<file path="src/rtl/irq_vector_ctrl_pkg.sv">
// Shared definitions for the interrupt vector controller: FSM encoding,
// configuration register offsets and the vector address helper.
package irq_vector_ctrl_pkg;

  localparam int ID_W = 5;

  typedef enum logic [1:0] {
    ST_IDLE    = 2'd0,
    ST_REQ     = 2'd1,
    ST_SERVICE = 2'd2
  } irq_state_e;

  localparam logic [1:0] ADDR_ENABLE  = 2'd0;
  localparam logic [1:0] ADDR_PENDING = 2'd1;
  localparam logic [1:0] ADDR_STATUS  = 2'd2;
  localparam logic [1:0] ADDR_VBASE   = 2'd3;

  // Each channel owns one 32-bit slot in the vector table.
  function automatic logic [31:0] vec_addr(input logic [31:0] base, input logic [ID_W-1:0] id);
    return base + {25'd0, id, 2'b00};
  endfunction

endpackage

</file>
<file path="src/rtl/irq_vector_ctrl_prio_enc.sv">
// Combinational lowest-index-wins priority encoder with a valid flag.
module irq_prio_enc
  import irq_vector_ctrl_pkg::*;
#(
  parameter int N = 32
) (
  input  logic [N-1:0]    req_i,
  output logic [ID_W-1:0] idx_o,
  output logic            valid_o
);

  always_comb begin
    idx_o   = '0;
    valid_o = |req_i;
    // Scan downwards so the lowest set index is the last one written.
    for (int i = N - 1; i >= 0; i--) begin
      if (req_i[i]) idx_o = ID_W'(i);
    end
  end

endmodule

</file>
<file path="src/rtl/irq_vector_ctrl.sv">
// Interrupt vector controller: edge/level pending capture, enable masking,
// single-level request/acknowledge/return handshake with the core.
module irq_vector_ctrl
  import irq_vector_ctrl_pkg::*;
#(
  parameter int             NCH       = 32,
  parameter logic [NCH-1:0] EDGE_MASK = '1,
  parameter logic [31:0]    VEC_BASE  = 32'h0000_0100
) (
  input  logic           clk,
  input  logic           rst,
  input  logic [NCH-1:0] inirr,
  input  logic [31:0]    pc,
  input  logic           irq_ack,
  input  logic           irq_iret,
  input  logic           cfg_we,
  input  logic [1:0]     cfg_addr,
  input  logic [31:0]    cfg_wdata,
  output logic [31:0]    cfg_rdata,
  output logic           irq_req,
  output logic [31:0]    irq_dest,
  output logic [31:0]    irq_ret,
  output logic [4:0]     irq_id,
  output logic [NCH-1:0] outirr
);

  irq_state_e      state_q, state_d;
  logic [ID_W-1:0] irq_id_q, irq_id_d;
  logic [31:0]     irq_ret_q, irq_ret_d;
  logic [31:0]     vbase_q, vbase_d;
  logic [NCH-1:0]  outirr_q, outirr_d;
  logic [NCH-1:0]  enable_q, enable_d;
  logic [NCH-1:0]  pending_q, pending_d;
  logic [NCH-1:0]  inirr_q;
  logic [NCH-1:0]  active, id_onehot, ack_clr, clr_mask;
  logic            pend_wr;
  logic [ID_W-1:0] enc_idx;
  logic            enc_valid;

  assign active    = pending_q & enable_q;
  assign id_onehot = {{(NCH-1){1'b0}}, 1'b1} << irq_id_q;
  assign pend_wr   = cfg_we && (cfg_addr == ADDR_PENDING);
  assign clr_mask  = (pend_wr ? cfg_wdata[NCH-1:0] : '0) | ack_clr;

  irq_prio_enc #(.N(NCH)) u_prio_enc (
    .req_i   (active),
    .idx_o   (enc_idx),
    .valid_o (enc_valid)
  );

  // Edge channels latch a rise until cleared (a new rise beats a clear);
  // level channels simply track the sampled line.
  for (genvar gi = 0; gi < NCH; gi++) begin : g_pend
    if (EDGE_MASK[gi]) begin : g_edge
      assign pending_d[gi] = (inirr[gi] & ~inirr_q[gi]) | (pending_q[gi] & ~clr_mask[gi]);
    end else begin : g_level
      assign pending_d[gi] = inirr[gi];
    end
  end

  always_comb begin
    enable_d = enable_q;
    vbase_d  = vbase_q;
    if (cfg_we && (cfg_addr == ADDR_ENABLE)) enable_d = cfg_wdata[NCH-1:0];
    if (cfg_we && (cfg_addr == ADDR_VBASE))  vbase_d  = {cfg_wdata[31:2], 2'b00};
  end

  always_comb begin
    state_d   = state_q;
    irq_id_d  = irq_id_q;
    irq_ret_d = irq_ret_q;
    outirr_d  = outirr_q;
    ack_clr   = '0;
    case (state_q)
      ST_IDLE: begin
        if (enc_valid) begin
          irq_id_d = enc_idx;
          state_d  = ST_REQ;
        end
      end
      ST_REQ: begin
        // Acknowledge takes priority over a withdrawn request.
        if (irq_ack) begin
          irq_ret_d = pc;
          ack_clr   = id_onehot;
          outirr_d  = id_onehot;
          state_d   = ST_SERVICE;
        end else if ((active & id_onehot) == '0) begin
          state_d = ST_IDLE;
        end
      end
      ST_SERVICE: begin
        if (irq_iret) begin
          outirr_d = '0;
          state_d  = ST_IDLE;
        end
      end
      default: begin
        outirr_d = '0;
        state_d  = ST_IDLE;
      end
    endcase
  end

  always_ff @(posedge clk) begin
    if (rst) begin
      state_q   <= ST_IDLE;
      irq_id_q  <= '0;
      irq_ret_q <= '0;
      vbase_q   <= VEC_BASE;
      outirr_q  <= '0;
      enable_q  <= '0;
      pending_q <= '0;
      inirr_q   <= '0;
    end else begin
      state_q   <= state_d;
      irq_id_q  <= irq_id_d;
      irq_ret_q <= irq_ret_d;
      vbase_q   <= vbase_d;
      outirr_q  <= outirr_d;
      enable_q  <= enable_d;
      pending_q <= pending_d;
      inirr_q   <= inirr;
    end
  end

  always_comb begin
    cfg_rdata = '0;
    case (cfg_addr)
      ADDR_ENABLE:  cfg_rdata[NCH-1:0] = enable_q;
      ADDR_PENDING: cfg_rdata[NCH-1:0] = pending_q;
      ADDR_STATUS: begin
        cfg_rdata[1:0] = state_q;
        cfg_rdata[8:4] = irq_id_q;
      end
      default:      cfg_rdata = vbase_q;
    endcase
  end

  assign irq_req  = (state_q == ST_REQ);
  assign irq_dest = vec_addr(vbase_q, irq_id_q);
  assign irq_ret  = irq_ret_q;
  assign irq_id   = irq_id_q;
  assign outirr   = outirr_q;

endmodule

</file>
<file path="config.mk">
export PLATFORM = sky130hd
export DESIGN_NAME = irq_vector_ctrl
export DESIGN_NICKNAME = d
export VERILOG_FILES = /design/src/rtl/irq_vector_ctrl_pkg.sv /design/src/rtl/irq_vector_ctrl_prio_enc.sv /design/src/rtl/irq_vector_ctrl.sv
export SDC_FILE = /design/constraint.sdc
export NUM_CORES = 1
export LEC_CHECK = 0
export BUFFER_PORTS_ARGS = -buffer_cell sky130_fd_sc_hd__buf_2
export CAP_MARGIN = 10
export CORE_UTILIZATION = 55
export CTS_CLUSTER_SIZE = 8
export DETAILED_ROUTE_END_ITERATION = 10
export PLACE_DENSITY_LB_ADDON = 0.2
export SETUP_SLACK_MARGIN = 0.3
export SKIP_LAST_GASP = 1
export SYNTH_ARGS = -nofsm -noshare
export SYNTH_HDL_FRONTEND = slang
export SYNTH_SLANG_ARGS = --single-unit
export TNS_END_PERCENT = 5
</file>
<file path="constraint.sdc">
create_clock -name clk -period 8.4 [get_ports clk]
set_input_delay 1.68 -clock clk [delete_from_list [all_inputs] [get_ports clk]]
set_output_delay 1.68 -clock clk [all_outputs]
set_load 0.02 [all_outputs]
</file>
Word-level counts from Yosys, hierarchy flattened

Cells that the tools add are included.

Output and inout bits: 134
Input port bits: 103
Register bits: 197
Word-level logic and storage cells: 241

Equal/unequal tests: 9
Shift-type cells: 1
Add/subtract/negate cells: 1
Reduce and logical (&&, ||, !) cells: 11
Bitwise gates (word level): 164
Mux-type cells: 47

Operators with widths:

| kind                                                                  | number |
|---|---|
| 32-bit two-way mux                                                    | 5 |
| 5-bit two-way mux                                                     | 32 |
| 32-bit one-hot mux with 3 select lines                                | 1 |
| 23-bit one-hot mux with 3 select lines                                | 1 |
| 1-bit inverter                                                        | 65 |
| 1-bit AND                                                             | 64 |
| 32-bit AND                                                            | 2 |
| 32-bit by 7-bit adder with 32-bit output                              | 1 |
| 32-bit logical NOT                                                    | 1 |
| 1-bit bitwise OR                                                      | 32 |
| 32-bit bitwise OR                                                     | 1 |
| 32-bit OR reduction                                                   | 1 |
| 1-bit by 5-bit left shift with 32-bit output, first input constant    | 1 |
| 2-bit one-hot mux with 3 select lines                                 | 3 |
| 5-bit one-hot mux with 3 select lines                                 | 1 |
| 2-bit two-way mux                                                     | 4 |
| 2-bit equality test, second input constant                            | 3 |
| 2-bit != test, second input constant                                  | 3 |
| 3-bit AND reduction                                                   | 2 |
| 2-bit by 1-bit equality test with 1-bit output, second input constant | 2 |
| 2-bit logical NOT                                                     | 2 |
| 2-bit AND reduction                                                   | 2 |
| 1-bit logical AND                                                     | 3 |
| 3-bit by 2-bit != test with 1-bit output, second input constant       | 1 |

Longest topological paths before layout

Gate-level depths: netlist of the first run.

Depth after elaboration: 33
Gate-level depth with buffers: 9
Depth with buffers taken out: 9

Hierarchy

A second synthesis of the first run with hierarchy kept.

Cells, all modules: 1178
Area total of the unflattened synthesis: 9366.5 µm²

By module, submodules not included:

| module          | area each (µm²) | instances | cells each | sequential area each (µm²) |
|---|---|---|---|---|
| irq_vector_ctrl | 8981.1          | 1         | 1113       | 3943.8 |
| irq_prio_enc    | 385.4           | 1         | 65         | 0.0 |

Worst setup path after synthesis of the first run

No wires, ideal clock.

Kind: input port to output port
From: input cfg_addr[1]
To: output cfg_rdata[10]
Required time: 6.720 ns
Path slack: 3.865 ns
Cell stages on the path: 4
Buffers on the path: 2
Arrival: 2.855 ns
Cells stage by stage: buf_2 > buf_1 > mux2_2 > a22o_1

Longest elaborated chain between the ends: 2
Elaborated cells between the ends (all ways): 4
Classes of those cells: eq/ne (2); mux (1); reduce/logical (1)

RTL lines:

| what                                        | line                   | RTL |
|---|---|---|
| start: declaration                          | irq_vector_ctrl.sv:17  | `input logic [1:0] cfg_addr,` |
| 2-bit equality test (tied with other cells) | irq_vector_ctrl.sv:129 | `case (cfg_addr)` |
| 23-bit one-hot mux with 3 select lines *    | irq_vector_ctrl.sv:129 |  |
| end: declaration                            | irq_vector_ctrl.sv:19  | `output logic [31:0] cfg_rdata,` |

Every way passes the cells marked *; elsewhere a longest branch is shown, timed or not.

Worst setup path after layout of the first run

From: register irq_id_q[1], in the netlist irq_id[1]
To: output irq_dest[26]

Longest elaborated chain between the ends: 1

RTL lines:

| what                                     | line                      | RTL |
|---|---|---|
| start: declaration                       | irq_vector_ctrl.sv:28     | `logic [ID_W-1:0] irq_id_q, irq_id_d;` |
| start signal: assignment                 | irq_vector_ctrl.sv:117    | `irq_id_q <= irq_id_d;` |
| 32-bit by 7-bit adder with 32-bit output | irq_vector_ctrl_pkg.sv:20 | `return base + {25'd0, id, 2'b00};` |
| end: declaration                         | irq_vector_ctrl.sv:21     | `output logic [31:0] irq_dest,` |

No other way between the ends.

==> flow_metrics.env, run 1 <==
export IMPL_area_delta_synth_final_pct=19.7
export IMPL_status="completed"
export IMPL_path_max_fanout=21
export IMPL_post_cts_resized=0
export IMPL_die_area_um2=17200
export IMPL_final_max_slew_viol_count=0
export IMPL_instances_no_fill=1566
export IMPL_grt_ovfl_total=0
export IMPL_relSlewSlack=0.311
export IMPL_final_setup_tns_ns=0
export IMPL_timing_final_setup_violations=0
export IMPL_timing_final_crit_share=0.634
export IMPL_total_number_of_vias=9043
export IMPL_dp_hpwl_mm=19.6
export IMPL_antenna_left=0
export IMPL_timing_final_hold_violations=0
export IMPL_cts_htree_levels=4
export IMPL_instance_count_after_placement_with_tap_cells_included=1534
export IMPL_clk_latency_ns=0.44
export IMPL_count_of_different_cell_masters_after_synthesis=70
export IMPL_power_per_cell_area_nw_per_um2=194
export IMPL_number_of_remaining_drc_errors=0
export IMPL_synth_area_top_cells="dfxtp_1 (43%), nand2_1 (13%), a21oi_1 (7.4%)"
export IMPL_n_fill_cell=1417
export IMPL_combinational_family_with_the_most_area_after_synthesis="simple AND/OR/NAND/NOR gates"
export IMPL_detail_route_wirelength_mm=28.2
export IMPL_worst_setup_path_end_kind="output port"
export IMPL_pin_count=237
export IMPL_multiplexer_share_of_the_synthesized_area=0.0512
export IMPL_die_x_um=131
export IMPL_grt_antenna_before_repair=1
export IMPL_tritoncts="done"
export IMPL_synth_simple_gate_area_frac=0.246
export IMPL_viasPerCell=5.77
export IMPL_seq_area_frac_synth=0.430
export IMPL_synthAdderAreaFrac=0.00900
export IMPL_tritoncts_num_sinks=197
export IMPL_synthesis_yosys_warnings=0
export IMPL_cp_arrival_ns=3.65
export IMPL_die_height_um=131
export IMPL_sequential_cell_area_um2=3940
export IMPL_synth_top_area_frac=0.430
export IMPL_cap_viol_max_count=0
export IMPL_postSynthRegisterBits=197
export IMPL_post_cts_setup_buffer_count=0
export IMPL_core_rowCount=46
export IMPL_root_buffer="clkbuf_16"
export IMPL_fin_util=0.682
export IMPL_synth_compound_gate_area_share=0.187
export IMPL_track_usage=0.322
export IMPL_dr_pass1_iters=7
export IMPL_syn_avg_cell_area_um2=8.02
export IMPL_initial_core_util=0.570
export IMPL_yosys_area_top_type="dfxtp_1"
export IMPL_grt_start_max_net_pins=112
export IMPL_via_count_of_the_first_global_routing_pass=8352
export IMPL_synth_enable_flop_cells=0
export IMPL_cts_hold_repair_buffers=0
export IMPL_critPathKind="reg2out"
export IMPL_worst_hold_path_type="reg2reg"
export IMPL_portBuffers=234
export IMPL_drt_iter0_markers=846
export IMPL_insertedDiodeCount=0
export IMPL_final_layout_size_suffix_gt1_frac=0.245
export IMPL_synthesis_area_um2=9180
export IMPL_rsz0062_at_grt="no"
export IMPL_layout_nets=1446
export IMPL_multi_input_gate_area_in_the_final_layout_um2=4790
export IMPL_p_leak_nw=4.59
export IMPL_grt_pass1_wl_mm=44.5
export IMPL_synthesis_instances=1145
export IMPL_min_tclk_post_route_ns=5.33
export IMPL_postSynth_topFlopCell="dfxtp_1"
export IMPL_vdd_ir_drop_worst_mv=0.142
export IMPL_clock_skew_ns=0.00748
export IMPL_maxClockFrequency_mhz=188
export IMPL_synth_xor_xnor_area_share=0.0267
export IMPL_clk_pin_slew_worst_paths_ns=0.07
export IMPL_setup_reg_to_reg_worst_slack_ns=5.83
export IMPL_startpoint_type="flop"
export IMPL_cts_buffers_inserted=17
export IMPL_async_reset_ff_frac=0
export IMPL_max_root_sink_buffers=2
export IMPL_hold_slack_ns=0.452
export IMPL_routedWlPerCell_um=18.0
export IMPL_place_congestion=0.889
export IMPL_required_ns=6.72
export IMPL_max_slew_worst_pin_slew_ns=1.03
export IMPL_design_core_area_um2=16100
synth_stat cells, drive strengths merged, types with 3 or more instances:
cell      n
and3      3
a21boi    3
inv      39
a21oi   136
nand2b    4
and2      7
and4      5
mux2     26
nand3    31
xor2      3
a22oi    11
clkbuf   49
o21ai    16
nor2b    40
a22o     27
nor2     54
mux4      7
a32o     10
nand2   331
o21a      3
nand4    13
buf      24
and2b     3
dfxtp   197
ha        5
nor3      7
a31o      3
xnor2    25
a32oi    32
kinds of logic after synthesis:
logic type                 after synthesis
buffers and inverters                  112
adders and majority gates                6
muxes                                   35
DFF                                    197
xor gates and xnor gates                28
AOI/OAI and AO/OA                      258
and+or+nand+nor                        508
other                                    1
final timing paths:
check,depth (start not counted),end,start
min reg2reg,2,irq_ret[5],irq_ret[5]
max reg2reg,6,state_q[0],irq_id[1]
max,9,irq_dest[26],irq_id[1]
min,2,irq_ret[5],irq_ret[5]
worst max-delay path: stages, from the launching register on:
cell	delay [ns]
dfxtp_1	0.91
inv_4	0.11
fa_1	0.49
nor2b_1	0.16
o21a_4	0.15
o21ai_4	0.07
a2111oi_4	0.77
nand4_1	0.21
xnor2_1	0.16
buf_2	0.18
power breakdown:
| group | total [mW] | switching, mW | internal, mW | leakage [nW] |
|---|---|---|---|---|
| clock | 0.807 | 0.375 | 0.431 | 0.274 |
| combinational | 0.307 | 0.194 | 0.112 | 2.70 |
| sequential | 1.02 | 0.0457 | 0.976 | 1.61 |
layer usage:
layer  track usage  wire length (um)  part of all wire
met1         0.436             12200              0.43
met2         0.508             12800              0.45
met3        0.0671              2450             0.087
met4         0.113               758             0.027
met5             0                 8           0.00028
through the flow:
step / area, um^2 / power, mW / worst slack, ns
floorplan: 9180 / 1.23 / 3.87
global placement: 10400 / 1.34 / 3.31
detailed placement: 10400 / 1.34 / 3.21
CTS: 11000 / 2.13 / 3.13
global route: 11000 / 2.21 / 2.89
finish: 11000 / 2.14 / 3.07
registers in the layout, summed over array words and instances, names as in the netlist:
name and flops:
pending_q 32, inirr_q 32, irq_ret 32, vbase_q 30
state_q 2, enable_q 32, irq_id 5, outirr 32
final cells by class:
class / count / share of cell area
well taps: 216 / 0.0246
multi-input cells: 837 / 0.436
flip-flops and latches: 197 / 0.359
clock buffers: 20 / 0.0416
inverters: 39 / 0.0136
clock inverters: 12 / 0.0110
repair buffers: 245 / 0.115
layout by cell type, fill, tap and decap left out, drive strengths merged, types with 3 or more instances in the layout:
cell and n:
a32oi 32, inv 43, clkinv 3, a31o 3, clkinvlp 4, and2 7, nor3 7, and2b 3
clkbuf 20, ha 5, dfxtp 197, nand2 331, mux2 26, xor2 3, nand3 31, o21ai 16
nand4 13, nor2b 40, mux4 7, xnor2 25, nand2b 4, a22o 27, nor2 54, a32o 10
buf 245, and4 5, and3 3, o21a 3, a22oi 11, a21oi 136, a21boi 3
Note: power is estimated with default switching activity, not from simulation.
==> run 2: changes to the inputs <==
Settings changed: CORE_UTILIZATION 55 to 53.
Clock period 8.4 ns to 5.3 ns, I/O delays scaled along.
==> flow_metrics.env, run 2 (synthesis gave the netlist of run 1 again) <==
export IMPL_report_power_total_mw=3.49
export IMPL_grt_pass1_wl_mm=43.9
export IMPL_p_int_mw=2.52
export IMPL_design_core_area_um2=16800
export IMPL_instances_no_fill=1572
export IMPL_pin_count=237
export IMPL_flop_pwr_share=0.463
export IMPL_dr_pass1_iters=5
export IMPL_commonest_cells_after_routing_fill_and_taps_aside="nand2_1 (330), buf_2 (233), dfxtp_1 (197)"
export IMPL_die_area_um2=17900
export IMPL_fin_util=0.659
export IMPL_portBuffers=234
export IMPL_power_per_cell_area_nw_per_um2=316
export IMPL_path_max_fanout=16
export IMPL_critPathKind="reg2out"
export IMPL_worst_hold_path_type="reg2reg"
export IMPL_required_ns=4.24
export IMPL_cts_hold_repair_buffers=0
export IMPL_viasPerCell=5.77
export IMPL_postLayoutSetupSlackWorst_ns=0.637
export IMPL_cp_arrival_ns=3.60
export IMPL_timing_final_crit_share=0.880
export IMPL_switch_share=0.277
export IMPL_part_of_the_total_power_dissipated_in_combinational_logic=0.140
export IMPL_post_cts_resized=0
export IMPL_p_leak_nw=4.62
export IMPL_root_buffer="clkbuf_16"
export IMPL_antenna_left=0
export IMPL_track_usage=0.313
export IMPL_total_number_of_vias=9064
export IMPL_rsz0062_at_grt="no"
export IMPL_n_fill_cell=1470
export IMPL_initial_core_util=0.548
export IMPL_maxClockFrequency_mhz=214
export IMPL_layout_nets=1447
export IMPL_cap_viol_max_count=0
export IMPL_instance_count_after_placement_with_tap_cells_included=1539
export IMPL_tritoncts_num_sinks=197
export IMPL_via_count_of_the_first_global_routing_pass=8378
export IMPL_final_design_area_no_fill_um2=11000
export IMPL_tritoncts="done"
export IMPL_status="completed"
export IMPL_cts_buffers_inserted=17
export IMPL_multi_input_gate_area_in_the_final_layout_um2=4790
export IMPL_place_ws_ns=1.16
export IMPL_timing_final_hold_violations=0
export IMPL_portion_of_total_power_attributed_to_the_clock_network=0.397
export IMPL_min_tclk_post_route_ns=4.66
export IMPL_vdd_ir_drop_worst_mv=0.209
export IMPL_max_root_sink_buffers=2
export IMPL_cts_htree_levels=4
export IMPL_grt_ovfl_total=0
export IMPL_post_dp_cell_area_um2=10400
export IMPL_grt_antenna_before_repair=1
export IMPL_drt_iter0_markers=736
export IMPL_clk_latency_ns=0.44
export IMPL_clock_skew_ns=0.0105
export IMPL_place_congestion=0.930
export IMPL_die_x_um=134
export IMPL_detail_route_wirelength_mm=27.9
export IMPL_grt_start_max_net_pins=155
export IMPL_hold_slack_ns=0.451
export IMPL_core_rowCount=47
export IMPL_area_delta_synth_final_pct=20.4
export IMPL_final_layout_size_suffix_gt1_frac=0.245
export IMPL_commonest_non_fill_non_tap_cell_in_the_layout="nand2_1"
export IMPL_final_setup_tns_ns=0
export IMPL_post_cts_setup_buffer_count=0
export IMPL_relSlewSlack=0.230
export IMPL_worst_setup_path_end_kind="output port"
export IMPL_max_slew_worst_pin_slew_ns=1.16
export IMPL_number_of_remaining_drc_errors=0
export IMPL_sequential_cell_area_um2=3940
export IMPL_timing_final_setup_violations=0
export IMPL_final_max_slew_viol_count=0
export IMPL_dp_hpwl_mm=19.4
export IMPL_die_height_um=134
export IMPL_routedWlPerCell_um=17.7
export IMPL_clk_pin_slew_worst_paths_ns=0.07
export IMPL_startpoint_type="flop"
export IMPL_power_switching_mw=0.968
-- run 2: changes by cell type in the layout (fill, tap and decap cells not counted) --
cell | before | now
clkbuf_1 | 1 | 2
bufinv_16 | 1 | 4
clkinvlp_4 | 4 | 2
clkbuf_8 | 2 | 0
buf_4 | 11 | 12
clkinv_4 | 1 | 2
diode_2 | 0 | 1
clkinv_2 | 2 | 1
inv_6 | 1 | 4
inv_8 | 3 | 0
-- run 2: final timing paths --
check,startpoint,endpoint,slack [ns],cells after the start
hold reg to reg,outirr[24],outirr[24],0.45,2
hold / removal,outirr[24],outirr[24],0.45,2
setup / recovery,irq_id[0],irq_dest[30],0.64,10
setup reg to reg,irq_id[1],pending_q[30],2.73,5
-- run 2: critical path: stages, from the launching register on --
cell	delay (ns)
dfxtp_1	0.71
ha_1	0.28
inv_1	0.06
fa_1	0.41
nor2b_1	0.16
o21a_4	0.15
o21ai_4	0.07
a2111oi_4	0.76
nand4_1	0.20
xnor2_1	0.17
buf_2	0.18
-- run 2: area by class of cell --
class / instances / area share
multi-input combinational: 837 / 0.433
sequential: 197 / 0.357
timing repair buffer: 246 / 0.115
clock buffer: 19 / 0.0392
tap: 220 / 0.0249
clock inverter: 13 / 0.0174
inverter: 39 / 0.0135
antenna: 1 / 0.000226
-- run 2: layer usage --
| layer | track usage | part of all wire | wire [um] | vias up |
|---|---|---|---|---|
| li1 | - | - | - | 4298 |
| met1 | 0.427 | 0.44 | 12100 | 4284 |
| met2 | 0.497 | 0.46 | 12900 | 441 |
| met3 | 0.0662 | 0.084 | 2340 | 41 |
| met4 | 0.0915 | 0.017 | 477 | 0 |
| met5 | 0 | 0 | 0 | - |
-- run 2: power groups by stage --
stage	registers [mW]	clock network, mW	logic (mW)
floorplan	1.65	0	0.305
global placement	1.64	0	0.479
detailed placement	1.65	0	0.483
CTS	1.61	1.40	0.486
global route	1.62	1.46	0.532
finish	1.62	1.39	0.491
